[config.mk]
export PLATFORM = sky130hd
export DESIGN_NAME = pipe_hazard_ctrl_flat
export DESIGN_NICKNAME = d
export VERILOG_FILES = /design/src/rtl/pipe_hazard_ctrl_if.sv /design/src/rtl/pipe_hazard_ctrl.sv /design/src/flat_wrapper.sv
export SDC_FILE = /design/constraint.sdc
export NUM_CORES = 1
export LEC_CHECK = 0
export BUFFER_PORTS_ARGS = -buffer_cell sky130_fd_sc_hd__clkbuf_2
export CORE_UTILIZATION = 67
export CTS_CLUSTER_SIZE = 24
export DETAILED_ROUTE_END_ITERATION = 6
export HOLD_SLACK_MARGIN = 0.02
export MAX_ROUTING_LAYER = met4
export PLACE_DENSITY_LB_ADDON = 0.12
export SLEW_MARGIN = 20
export SYNTH_ARGS = -nofsm -noshare
export SYNTH_HDL_FRONTEND = slang
export SYNTH_SLANG_ARGS = --single-unit
[constraint.sdc]
create_clock -name clk -period 3.04 [get_ports clk]
set_input_delay 0.456 -clock clk [delete_from_list [all_inputs] [get_ports clk]]
set_output_delay 0.456 -clock clk [all_outputs]
set_load 0.1 [all_outputs]
[src/rtl/pipe_hazard_ctrl_if.sv]
// Handshake bundle between datapath hazard sources and the stall/flush controller.
// The datapath drives the causes; the controller returns per-stage stall/flush and status.
interface pipe_hazard_ctrl_if #(
  parameter int NSTAGES = 5,
  parameter int CNTW    = 32
);
  localparam int SELW = (NSTAGES > 1) ? $clog2(NSTAGES) : 1;

  logic [NSTAGES-1:0] StallCause;
  logic [NSTAGES-1:0] FlushCause;
  logic [SELW-1:0]    CntSel;
  logic               CntClr;
  logic               WdogClr;
  logic [NSTAGES-1:0] Stall;
  logic [NSTAGES-1:0] Flush;
  logic [CNTW-1:0]    CntRd;
  logic               WdogTimeout;
  logic               WdogFlag;

  modport master (
    output StallCause, FlushCause, CntSel, CntClr, WdogClr,
    input  Stall, Flush, CntRd, WdogTimeout, WdogFlag
  );

  modport slave (
    input  StallCause, FlushCause, CntSel, CntClr, WdogClr,
    output Stall, Flush, CntRd, WdogTimeout, WdogFlag
  );
endinterface

[src/rtl/pipe_hazard_ctrl.sv]
// Stall/flush controller for an in-order pipeline: merges per-stage causes into register
// enables/clears, keeps saturating per-stage stall counters and a last-stage stall watchdog.
module pipe_hazard_ctrl #(
  parameter int NSTAGES    = 5,
  parameter int CNTW       = 32,
  parameter int WDOG_LIMIT = 4096
) (
  input  logic               clk,
  input  logic               reset,
  pipe_hazard_ctrl_if.slave  hz
);
  localparam int SELW = (NSTAGES > 1) ? $clog2(NSTAGES) : 1;
  localparam int WDW  = (WDOG_LIMIT > 1) ? $clog2(WDOG_LIMIT + 1) : 1;
  localparam logic [SELW:0]     NST_W   = (SELW + 1)'(NSTAGES);
  localparam logic [WDW-1:0]    LIMIT_W = WDW'(WDOG_LIMIT);
  localparam logic [NSTAGES-1:0] RESET_FLUSH = ~(NSTAGES)'(1);

  typedef enum logic [1:0] {IDLE, COUNT, EXPIRED} wdState_t;

  logic [NSTAGES-1:0] gated;
  logic [NSTAGES-1:0] stallRaw;
  logic [NSTAGES-1:0] flushRaw;
  logic [CNTW-1:0]    cntReg  [NSTAGES];
  logic [CNTW-1:0]    cntNext [NSTAGES];
  logic               unusedFlush0;

  wdState_t           stateReg, stateNext;
  logic [WDW-1:0]     wdogCntReg, wdogCntNext, wdogInc;
  logic               flagReg, flagNext;
  logic               timeout;
  logic               lastStall;

  assign unusedFlush0 = hz.FlushCause[0];

  // A flush in a stage overrides its own stall request; Fetch cannot be flushed.
  genvar gi;
  generate
    for (gi = 0; gi < NSTAGES; gi++) begin : g_cause
      if (gi == 0) begin : g_fetch
        assign gated[gi]    = hz.StallCause[gi];
        assign flushRaw[gi] = 1'b0;
      end else begin : g_later
        assign gated[gi]    = hz.StallCause[gi] & ~hz.FlushCause[gi];
        assign flushRaw[gi] = (stallRaw[gi-1] & ~stallRaw[gi]) | hz.FlushCause[gi];
      end
    end
  endgenerate

  // A stall in any stage holds every earlier stage as well.
  always_comb begin
    stallRaw = '0;
    stallRaw[NSTAGES-1] = gated[NSTAGES-1];
    for (int i = NSTAGES - 2; i >= 0; i--) begin
      stallRaw[i] = gated[i] | stallRaw[i+1];
    end
  end

  assign hz.Stall = reset ? '0 : stallRaw;
  assign hz.Flush = reset ? RESET_FLUSH : flushRaw;

  generate
    for (gi = 0; gi < NSTAGES; gi++) begin : g_cnt
      assign cntNext[gi] = hz.CntClr ? '0 :
                           ((stallRaw[gi] & ~flushRaw[gi]) && (cntReg[gi] != '1)) ?
                           cntReg[gi] + 1'b1 : cntReg[gi];
    end
  endgenerate

  always_ff @(posedge clk) begin
    for (int i = 0; i < NSTAGES; i++) begin
      if (reset) cntReg[i] <= '0;
      else       cntReg[i] <= cntNext[i];
    end
  end

  assign hz.CntRd = (!reset && ({1'b0, hz.CntSel} < NST_W)) ? cntReg[hz.CntSel] : '0;

  // Watchdog: wdogInc is the length of the stall run including the current cycle.
  assign lastStall = stallRaw[NSTAGES-1] & ~reset;

  always_comb begin
    stateNext   = stateReg;
    wdogCntNext = wdogCntReg;
    timeout     = 1'b0;
    wdogInc     = (stateReg == IDLE) ? WDW'(1) : wdogCntReg + 1'b1;
    case (stateReg)
      IDLE: begin
        if ((WDOG_LIMIT != 0) && lastStall) begin
          wdogCntNext = wdogInc;
          if (wdogInc == LIMIT_W) begin
            stateNext = EXPIRED;
            timeout   = 1'b1;
          end else begin
            stateNext = COUNT;
          end
        end
      end
      COUNT: begin
        if (!lastStall) begin
          stateNext   = IDLE;
          wdogCntNext = '0;
        end else begin
          wdogCntNext = wdogInc;
          if (wdogInc == LIMIT_W) begin
            stateNext = EXPIRED;
            timeout   = 1'b1;
          end
        end
      end
      EXPIRED: begin
        if (!lastStall) begin
          stateNext   = IDLE;
          wdogCntNext = '0;
        end
      end
      default: begin
        stateNext   = IDLE;
        wdogCntNext = '0;
      end
    endcase
    flagNext = timeout ? 1'b1 : (hz.WdogClr ? 1'b0 : flagReg);
  end

  always_ff @(posedge clk) begin
    if (reset) begin
      stateReg   <= IDLE;
      wdogCntReg <= '0;
      flagReg    <= 1'b0;
    end else begin
      stateReg   <= stateNext;
      wdogCntReg <= wdogCntNext;
      flagReg    <= flagNext;
    end
  end

  assign hz.WdogTimeout = timeout;
  assign hz.WdogFlag    = flagReg & ~reset;
endmodule

[src/flat_wrapper.sv]
// flat-port wrapper written by rule: the top's interface ports become plain ports
module pipe_hazard_ctrl_flat 
#(
  parameter int NSTAGES    = 5,
  parameter int CNTW       = 32,
  parameter int WDOG_LIMIT = 4096
)
  (clk, reset, hz_StallCause, hz_FlushCause, hz_CntSel, hz_CntClr, hz_WdogClr, hz_Stall, hz_Flush, hz_CntRd, hz_WdogTimeout, hz_WdogFlag);
  pipe_hazard_ctrl_if #(.NSTAGES(NSTAGES), .CNTW(CNTW)) hz_i ();
  input  logic clk;
  input  logic reset;
  input wire logic [$bits(hz_i.StallCause)-1:0] hz_StallCause;
  input wire logic [$bits(hz_i.FlushCause)-1:0] hz_FlushCause;
  input wire logic [$bits(hz_i.CntSel)-1:0] hz_CntSel;
  input wire logic [$bits(hz_i.CntClr)-1:0] hz_CntClr;
  input wire logic [$bits(hz_i.WdogClr)-1:0] hz_WdogClr;
  output wire logic [$bits(hz_i.Stall)-1:0] hz_Stall;
  output wire logic [$bits(hz_i.Flush)-1:0] hz_Flush;
  output wire logic [$bits(hz_i.CntRd)-1:0] hz_CntRd;
  output wire logic [$bits(hz_i.WdogTimeout)-1:0] hz_WdogTimeout;
  output wire logic [$bits(hz_i.WdogFlag)-1:0] hz_WdogFlag;
  assign hz_i.StallCause = hz_StallCause;
  assign hz_i.FlushCause = hz_FlushCause;
  assign hz_i.CntSel = hz_CntSel;
  assign hz_i.CntClr = hz_CntClr;
  assign hz_i.WdogClr = hz_WdogClr;
  assign hz_Stall = hz_i.Stall;
  assign hz_Flush = hz_i.Flush;
  assign hz_CntRd = hz_i.CntRd;
  assign hz_WdogTimeout = hz_i.WdogTimeout;
  assign hz_WdogFlag = hz_i.WdogFlag;
  pipe_hazard_ctrl #(.NSTAGES(NSTAGES), .CNTW(CNTW), .WDOG_LIMIT(WDOG_LIMIT)) u_core (.clk(clk), .reset(reset), .hz(hz_i));
endmodule
After elaboration in Yosys (flattened, before gate mapping)
Memories as Yosys holds them, arrays and structs flattened.
Cells that the tools add are included.
W data, S select, Z words.
{"block": "word_totals", "n_memories": 1, "reg_bits": 16, "output_inout_bits": 44, "ramBits": 160}
{"name": "u_core.cntReg", "depth": 5, "width": 32, "rd": 6, "rd_clocked_by_memory_dff": 0, "wr": 5, "line": "pipe_hazard_ctrl.sv:23", "source": "logic [CNTW-1:0] cntReg [NSTAGES];"}
{"block": "classes", "reduce_logical": 12, "add_sub_neg": 6, "eq_ne": 11, "magnitude_cmp": 1, "n_mux": 37, "bitwise_logic": 40}
{"operator": "$mux W32", "count": 16}
{"operator": "$add A32 B1 Y32 const B", "count": 5}
{"operator": "$ne A32 B32 Y1 const B", "count": 5}
{"operator": "$mux W13", "count": 4}
{"operator": "$pmux W13 S3", "count": 1}
{"operator": "$and A1 B1 Y1", "count": 14}
{"operator": "$add A13 B1 Y13 const B", "count": 1}
{"operator": "$eq A13 B13 Y1 const B", "count": 1}
{"operator": "$not A1 Y1", "count": 13}
{"operator": "$or A1 B1 Y1", "count": 13}
{"operator": "$mux W2", "count": 5}
{"operator": "$mux W5", "count": 2}
{"operator": "$mux W1", "count": 8}
{"operator": "$logic_and A1 B1 Y1", "count": 6}
{"operator": "$pmux W2 S3", "count": 1}
{"operator": "$lt A3 B3 Y1 const B", "count": 1}
{"operator": "$ne A3 B3 Y1 const B", "count": 1}
{"operator": "$reduce_and A3 Y1", "count": 1}
{"operator": "$eq A2 B1 Y1 const B", "count": 1}
{"operator": "$eq A2 B2 Y1 const B", "count": 1}
{"operator": "$logic_not A2 Y1", "count": 1}
{"operator": "$ne A2 B1 Y1 const B", "count": 1}
{"operator": "$ne A2 B2 Y1 const B", "count": 1}
{"operator": "$reduce_and A2 Y1", "count": 1}
{"operator": "other kinds (3)", "count": 3}

Logic depth before layout (Yosys ltp)
{"block": "logic_depth", "depth_word": 14, "mapped_depth": 9, "depth_no_buf": 6}

Worst setup path before layout
OpenSTA, ideal clock, no wires.
{"block": "synth_timing", "path_type": "flip-flop to output port", "from": "reg u_core.wdogCntReg[0]", "to": "out hz_WdogTimeout", "path_stages_with_launch": 8, "path_slack_ps": -991, "arrival_time_ps": 3575, "path_cell_list": "dfxtp_1 ha_1 and3_1 clkbuf_1 a31oi_1 nor4_1 nand2_1 nor3_1"}
{"block": "synth_via", "elab_chain_len": 6}
{"item": "start: declaration", "line": "pipe_hazard_ctrl.sv:28", "source": "logic [WDW-1:0] wdogCntReg, wdogCntNext, wdogInc;"}
{"item": "start signal: assignment", "line": "pipe_hazard_ctrl.sv:131", "source": "wdogCntReg <= wdogCntNext;"}
{"item": "$add A13 B1 Y13", "line": "pipe_hazard_ctrl.sv:85", "source": "wdogInc = (stateReg == IDLE) ? WDW'(1) : wdogCntReg + 1'b1;"}
{"item": "$mux W13", "line": "pipe_hazard_ctrl.sv:85"}
{"item": "$eq A13 B13 Y1", "line": "pipe_hazard_ctrl.sv:90, pipe_hazard_ctrl.sv:104"}
{"item": "$mux W1", "line": "pipe_hazard_ctrl.sv:90, pipe_hazard_ctrl.sv:104"}
{"item": "$mux W1", "line": "pipe_hazard_ctrl.sv:99", "source": "if (!lastStall) begin"}
{"item": "$mux W1"}
{"item": "end: declaration", "line": "flat_wrapper.sv:20", "source": "output wire logic [$bits(hz_i.WdogTimeout)-1:0] hz_WdogTimeout;"}
Every way passes these cells.

Final worst setup path
{"block": "layout_timing", "from": "reg u_core.wdogCntReg[1]", "to": "out hz_WdogTimeout"}
Same word-level chain as after synthesis.

==> run summary <==
Crit Path Class = flip-flop to primary output
htree depth = 4
pwr dens = 414.0 nW/um^2
Synth Flop Type = dfxtp_1
Via Count = 10880
layout cells sized above 1 = 16.19%
final slew viol count = 0
VDD IR-drop max = 420.8 uV
Core Area = 15430 um^2
post-CTS setup buffers = 0
DRC Markers = 0
Synth Register Bits = 176
Yosys cell types = 77
I/O pin cnt = 61
TritonCTS clock tree = done
clock sink count = 176
die area = 16530 um^2
final hold violations = 0
worst-path fanout max = 6
WL final = 32370 um
Achievable Freq = 351.0 MHz
clock tree buffer depth = 2
global-route wire length before repair = 52230 um
reg2reg path depth = 5
Final Setup Violations = 0
Tot GR Track Use = 41.89%
Reg2Reg Capture Point = u_core.cntReg[1][31]
ant diodes = 0
reg2reg start = u_core.cntReg[1][18]
Post-Synthesis Cells = 1283
Max transition margin = 40.81%
initial core utilization = 69.55%
vias in the first global route = 9906
Final Wtd Congestion = 0.9721
Skew-Pair Late Insertion Delay = 440 ps
fin nets = 1333
die height = 128.6 um
Num CTS Buffers = 17
final HPWL from detailed placement = 23080 um
mean area per synthesized cell = 8.363 um^2
post-route ant nets = 0
largest net degree at the start of global routing = 57
hold path depth = 3
post-DR wirelength/cell = 21.11 um
Iteration-0 DRC Markers = 1466
Max Cap Viol = 0
Hold Startpoint = hz_WdogClr
Final Skew = 7.931 ps
crit path launch type = flip-flop
Hold Crit Class = input pin to flip-flop
register area share after synthesis = 32.84%
Via density = 7.094
root buffer cell = clkbuf_16
R2R setup slack = 360 ps
outcome = finished clean
Port Buf Inserts = 58
Die Wd = 128.6 um
synth top area cells = dfxtp_1 (33%), mux4_2 (6.7%), a21oi_1 (5.0%)
Yosys warning count = 0
post-route setup TNS = 0 ps
Worst EP arrival = 2390 ps
share of the synthesized area in the top cell type = 32.84%
Post-Syn Area = 10730 um^2
Final Power = 5148 uW
FFs w/ async S/R, synth = 0%
largest area contributor in the netlist = dfxtp_1
worst slew pin tran = 879.7 ps
Area growth syn-to-layout = 15.89%
Syn Nets = 1306
Tcrit/Tclk final = 93.72%
CP required = 2580 ps
unrepaired setup endpoints after global routing = false
num rows = 45
Final min period = 2849 ps
Leak = 0.003760 uW
DRT Pass-1 Iters = 5
CP Capture Type = primary output
Post-synth EDFFs = 0
grt total ovfl = 0
initial antenna violation count = 0
CTS Hold Buffers Added = 0
Hold Crit Endpoint = u_core.flagReg
Reg clk slew, reported paths = 70 ps
==> layout make-up <==
cell class                      instances  area [um^2]
Clock buffer                           17        425.4
Tap cell                              211        264.0
Clock inverter                         14        237.7
Fill cell                            1016         2992
Sequential cell                       176         3525
Multi-Input combinational cell        992         6808
Inverter                               31        116.4
Timing Repair Buffer                   92         1060
==> per-stage QoR <==
stage / util, % / instance area (um^2) / hold WS, ps / cells / setup WS [ps]
4_1_cts: 80.54 / 12420 / 294.9 / 1533 / 0.7132
2_1_floorplan: - / 10800 / 453.3 / 1283 / -162.9
3_5_place_dp: 76.21 / 11760 / 492.6 / 1502 / 374.9
3_3_place_gp: 76.21 / 11760 / 477.7 / 1502 / 458.2
6_report: 80.61 / 12440 / 300.7 / 1533 / 190.8
5_1_grt: 80.61 / 12440 / 345.2 / 1533 / 32.59
==> synthesized netlist by cell type, drive strengths merged, types with 2 or more instances <==
library cell,count
nand2b,5
o31a,3
or4b,4
o21a,8
nor3b,4
o21ai,69
or4,58
a2111oi,5
o31ai,55
nand3,64
o2111ai,5
a22oi,2
a31oi,15
nor2b,4
nand2,90
and3,13
nor4,18
nor2,113
nor4b,3
xnor2,32
a21oi,108
dfxtp,176
a311oi,3
or2,3
a211o,3
mux2i,45
xor2,7
o22ai,3
and2,9
mux4,32
nand4,59
ha,6
or3,54
and4,22
nor3,28
nand4b,3
buf,29
o211ai,10
and4b,3
a211oi,14
clkbuf,55
inv,31
==> logic make-up (layout without fill, tap and decap cells) <==
group / count (synthesis) / after routing / share of synthesized area, %
AOI/OAI and AO/OA: 310 / 310 / 18.27
xor gates and xnor gates: 39 / 39 / 3.183
adders and majority gates: 6 / 6 / 0.6996
buffers and inverters: 115 / 154 / 4.466
DFF: 176 / 176 / 32.84
muxes: 77 / 77 / 10.91
other: 1 / 1 / 0.03495
and+or+nand+nor: 559 / 559 / 29.59
==> metal layers <==
metal	GRT usage, %	up-vias	routed length (um)
met5	-	-	0
met4	22.70	0	1695
met3	9.896	139	3604
met2	62.99	652	14630
met1	52.02	5110	12430
li1	-	4974	-
==> how the worst max path moves through the flow <==
stage	start	end	slack [ps]
6_report	u_core.wdogCntReg[1]	hz_WdogTimeout	190
2_1_floorplan	u_core.wdogCntReg[0]	hz_WdogTimeout	-160
3_5_place_dp	hz_FlushCause[2]	u_core.cntReg[2][15]	370
5_1_grt	u_core.wdogCntReg[7]	hz_WdogTimeout	30
4_1_cts	u_core.wdogCntReg[1]	hz_WdogTimeout	0.7
3_3_place_gp	hz_FlushCause[2]	u_core.cntReg[2][19]	460
==> sequential cells by signal (all words and copies together) (netlist names) <==
name and count:
u_core.wdogCntReg 13, u_core.stateReg 2, u_core.cntReg 160, u_core.flagReg 1
==> cell usage in the layout (no fill, tap or decap), types with 5 or more instances in the layout <==
cell / synthesis / final
dfxtp_1: 176 / 175
a21oi_1: 108 / 108
nand2_1: 90 / 90
nor2_1: 112 / 89
nand3_1: 64 / 64
nand4_1: 56 / 56
or4_1: 56 / 56
or3_1: 54 / 54
o21ai_0: 55 / 52
o31ai_1: 53 / 52
mux2i_1: 45 / 45
buf_12: 0 / 34
buf_4: 5 / 33
xnor2_1: 32 / 32
mux4_2: 32 / 32
inv_1: 31 / 31
nor3_1: 26 / 25
nor2_2: 1 / 24
clkbuf_2: 0 / 24
and4_1: 21 / 21
o21ai_1: 14 / 17
clkbuf_16: 0 / 17
a31oi_1: 14 / 14
nor4_1: 14 / 13
a211oi_1: 13 / 13
and3_1: 13 / 12
o211ai_1: 9 / 9
and2_1: 8 / 8
o21a_1: 8 / 8
xor2_1: 7 / 7
bufinv_16: 0 / 6
o2111ai_1: 5 / 5
ha_1: 6 / 5
==> where the power goes <==
group / switching, uW / internal (uW) / leakage, uW
combinational: 239 / 91.1 / 0.00202
sequential: 8.08 / 2310 / 0.00142
clock: 960 / 1540 / 0.000323
total: 1210 / 3940 / 0.00376
==> worst max-delay path, cell delays in order (launching register included) <==
cell and delay [ps]:
dfxtp_1 400, ha_2 270, and3_2 260, a31oi_1 140
nor4_2 310, nand2_1 100, nor3_2 220, buf_6 250
==> timing repair <==
item | in CTS | in global routing
setup endpoints to repair | 1 | 1
gates cloned | 0 | 0
resized for setup | 1 | 4
Note: power is estimated with default switching activity, not from simulation.
